[src/rtl/instr_encoder.sv]
// instr_encoder: turns a one-hot MIPS instruction class plus operand fields into a
// 32-bit machine word, tagged with a word address, through a one-deep output register.
module instr_encoder #(
  parameter int ADDR_W = 10,
  parameter int BASE   = 0
) (
  input  logic              clk,
  input  logic              reset,
  input  logic              in_valid,
  output logic              in_ready,
  input  logic [8:0]        cls,
  input  logic [4:0]        rs,
  input  logic [4:0]        rt,
  input  logic [4:0]        rd,
  input  logic [25:0]       imm,
  output logic              out_valid,
  input  logic              out_ready,
  output logic [31:0]       instr,
  output logic [ADDR_W-1:0] addr,
  output logic              err,
  input  logic              clr_err
);
  localparam logic [ADDR_W-1:0] BASE_A = ADDR_W'(BASE);
  logic              out_valid_q, out_valid_d, err_q, err_d;
  logic [31:0]       instr_q, instr_d, word;
  logic [ADDR_W-1:0] addr_q, addr_d, next_q, next_d;
  logic              legal, accept, load;
  assign in_ready  = !out_valid_q || out_ready;
  assign out_valid = out_valid_q;
  assign instr     = instr_q;
  assign addr      = addr_q;
  assign err       = err_q;
  always_comb begin
    legal  = (cls != 9'd0) && ((cls & (cls - 9'd1)) == 9'd0);
    accept = in_valid && in_ready;
    load   = accept && legal;
    word   = cls[0] ? {6'b000000, rs, rt, rd, 5'b00000, 6'b100001} :
             cls[1] ? {6'b000000, rs, rt, rd, 5'b00000, 6'b100011} :
             cls[2] ? {6'b001101, rs, rt, imm[15:0]} :
             cls[3] ? {6'b100011, rs, rt, imm[15:0]} :
             cls[4] ? {6'b101011, rs, rt, imm[15:0]} :
             cls[5] ? {6'b000100, rs, rt, imm[15:0]} :
             cls[6] ? {6'b001111, 5'b00000, rt, imm[15:0]} :
             cls[7] ? {6'b000011, imm} :
             cls[8] ? {6'b000000, rs, 15'd0, 6'b001000} : 32'd0;
    out_valid_d = load || (out_valid_q && !out_ready);
    instr_d     = load ? word : instr_q;
    addr_d      = load ? next_q : addr_q;
    next_d      = load ? next_q + 1'b1 : next_q;
    // an illegal accept on the same edge as a clear leaves err set
    err_d       = (accept && !legal) || (err_q && !clr_err);
  end
  always_ff @(posedge clk or negedge reset) begin
    if (!reset) begin
      out_valid_q <= 1'b0;
      instr_q     <= 32'd0;
      addr_q      <= BASE_A;
      next_q      <= BASE_A;
      err_q       <= 1'b0;
    end else begin
      out_valid_q <= out_valid_d;
      instr_q     <= instr_d;
      addr_q      <= addr_d;
      next_q      <= next_d;
      err_q       <= err_d;
    end
  end
endmodule
[config.mk]
export PLATFORM = sky130hd
export DESIGN_NAME = instr_encoder
export DESIGN_NICKNAME = d
export VERILOG_FILES = /design/src/rtl/instr_encoder.sv
export SDC_FILE = /design/constraint.sdc
export NUM_CORES = 1
export LEC_CHECK = 0
export ABC_AREA = 1
export BUFFER_PORTS_ARGS = -buffer_cell sky130_fd_sc_hd__buf_2
export CAP_MARGIN = 10
export CORE_UTILIZATION = 55
export CTS_CLUSTER_DIAMETER = 150
export DETAILED_ROUTE_END_ITERATION = 8
export PLACE_DENSITY = 0.83
export SLEW_MARGIN = 5
export SYNTH_ARGS = -nofsm -noshare
export SYNTH_HDL_FRONTEND = slang
export SYNTH_SLANG_ARGS = --single-unit
export TNS_END_PERCENT = 100
[constraint.sdc]
create_clock -name clk -period 2.4 [get_ports clk]
set_input_delay 0.6 -clock clk [delete_from_list [all_inputs] [get_ports clk]]
set_output_delay 0.6 -clock clk [all_outputs]
set_load 0.005 [all_outputs]
==> results.toml <==
[clock_network]
htreeDepth = 2
cts_tree = "built"
cts_resized = 0
postCtsSetupBuffers = 0
cts_root_buffer = "clkbuf_8"
clk_latency_ns = 0.31
clk_pin_slew_ns = 0.10
postCtsHoldBufs = 0
cts_made_buffers = 5
cts_num_sinks = 53
clockBufferDepth = 2

[detailed_routing]
wl_um = 7210
first_pass_iters = 4
wl_per_cell_um = 12.7
viasPerCell = 5.32
vias = 3021
ant_nets = 0
drc = 0
drtIter0Drc = 235

[layout]
final_cell_mix = "170 x nand2_1, 98 x buf_2, 53 x dfrtp_1, 52 x nand4_1, 26 x nor2_1"
final_common_cell = "nand2_1"
drive_gt1_share_pct = 25.7
fin_nets = 553
final_cells = 568
layout.area.seq_sq_mm = 0.00133
antenna_cells = 0
fillerInstances = 446
syn2layout_area_growth_pct = 22.5
multi_input_area_sq_mm = 0.00142

[worst_setup_path]
cp_slowest_cell = "buf_12"
cp-start-kind = "primary input"
crit_cells = 10
reg2reg_depth = 4
worstPathRequired_ns = 2.60
cp_max_fo = 36
worstSetupPathType = "in -> reg"
worstSetupEndpointType = "register"
cp.buffers_inverters = 2
cpMostUsedCell = "nand2_1"
cpPeakStageDelay_ns = 0.24
crit_chain = "buf_2, nor2_4, nand2_1, o21ai_1, nand2_1, nor2_2, nand4_4, buf_12, nand2_1, nand2_1"
critical_path.top_delay_family = "simple AND/OR/NAND/NOR gates"
worst-endpoint-arrival_ns = 2.09

[floorplanning]
rows = 26
dieArea_sq_mm = 0.00572
ioPinCount = 100
core_sq_mm = 0.00517
initial_core_util_pct = 57.6
die_height_um = 75.6
die_w_um = 75.6

[global_routing]
grt_pass1_wl_um = 11700
grt_max_degree = 53
first_global_vias = 2583
grt_overflow = 0
antenna_found_initial = 0
grt.total_usage_pct = 26.4

[timing]
slew_violations = 0
setup_violations = 0
period_needed_ns = 1.90
clock_skew_ns = 0.00816
post-route-period-util_pct = 79.1
timing.fmax_ghz = 0.527
tightestPinTransition_ns = 0.526
hold_viol_final = 0
rsz0062_at_grt = "no"
hold-worst-slack_ns = 0.175
relSlewSlack_pct = 64.9
fin_setup_tns_ns = 0

[outcome]
status = "complete, no violations"

[pwr]
p_leak_nw = 2.18
power_switching_mw = 0.494
clkPwrFrac_pct = 33.1
p_comb_share_pct = 15.5
p_per_area_mw_per_mm2 = 520
internal_power_mw = 1.40
power.total_mw = 1.90
p_seq_share_pct = 51.5
sw_frac_of_total_pct = 26.0
ir_drop_mv = 0.240

[synthesis]
async_reset_ff_share_pct = 100
syn_inst = 403
yosys_register_bits = 53
ys_seq_area_share_pct = 44.5
syn_area_per_cell_sq_um = 7.40
ys_types = 26
syn_area_sq_mm = 0.00298
synth_edf_count = 0
yosysWarnings = 0
syn-num-nets = 459
synth_ff_type = "dfrtp_1"

[min_path]
hold_class = "in -> async"

[placement]
port-buffer-count = 98
dpl.hpwl_um = 5180
dp.cells = 560
routabilityCongestion = 0.860

[flow_run]
cap_violations = 0
metrics by stage:
stage / util, % / instance area, sq um / setup slack, ns
floorplan: - / 2980 / 0.634
global placement: 68.4 / 3540 / 0.266
detailed placement: 68.4 / 3540 / 0.171
CTS: 70.6 / 3650 / 0.503
global route: 70.6 / 3650 / 0.299
finish: 70.6 / 3650 / 0.501
power by group through the flow:
stage / Combinational, mW / Sequential (mW) / Clock [mW]
floorplan: 0.138 / 0.995 / 0
global placement: 0.285 / 0.994 / 0
detailed placement: 0.294 / 0.993 / 0
CTS: 0.294 / 0.976 / 0.636
global route: 0.336 / 0.984 / 0.675
finish: 0.293 / 0.977 / 0.628
synth_stat cells (3+ instances only):
| cell | instances | area share (%) |
|---|---|---|
| nor2_1 | 26 | 3.3 |
| clkbuf_1 | 6 | 0.76 |
| nand4_1 | 52 | 11 |
| inv_1 | 21 | 2.6 |
| buf_2 | 6 | 1.0 |
| a21oi_1 | 7 | 1.2 |
| o21ai_1 | 3 | 0.50 |
| nor2_2 | 3 | 0.63 |
| o21ai_0 | 3 | 0.50 |
| nand3_1 | 21 | 3.5 |
| dfrtp_1 | 53 | 44 |
| xor2_1 | 6 | 1.8 |
| nand2_1 | 170 | 21 |
| buf_4 | 6 | 1.5 |
| buf_6 | 5 | 1.9 |
flip-flops by register name, indices dropped and copies added, names as in the netlist:
name	cells
addr	10
err	1
instr	31
next_q	10
out_valid	1
cells by family after synthesis:
group	count (synthesis)	share of synthesized area (%)
simple gates	278	41.8
compound gates	15	2.69
flops	53	44.5
fa+ha+maj	1	0.420
xor+xnor	8	2.35
buf+inv	47	8.18
other cells	1	0.126
final timing paths:
path	end	slack [ns]	start
worst max register to register	instr[13]	0.93	out_valid
worst max-delay path	next_q[9]	0.50	cls[0]
worst min-delay path	instr[2]	0.18	reset
max in group asynchronous	instr[1]	1.64	reset
min in group clk	err	0.45	clr_err
worst min register to register	instr[24]	0.47	instr[24]
routing by layer:
metal	up-vias	global-route usage, %	part of all wire [%]
li1	1508	-	-
met5	-	0	0
met4	0	7.00	1.2
met2	104	42.9	50
met3	10	3.97	5.5
met1	1399	37.2	43
final cells by class:
cell class,instances,area share [%]
clock buffers,7,2.36
clock inverters,1,0.822
inverters,23,2.36
multi-input cells,303,39.0
flip-flops and latches,53,36.3
well taps,70,2.40
repair buffers,111,16.8
No activity file was read; power rests on OpenSTA's default activity.
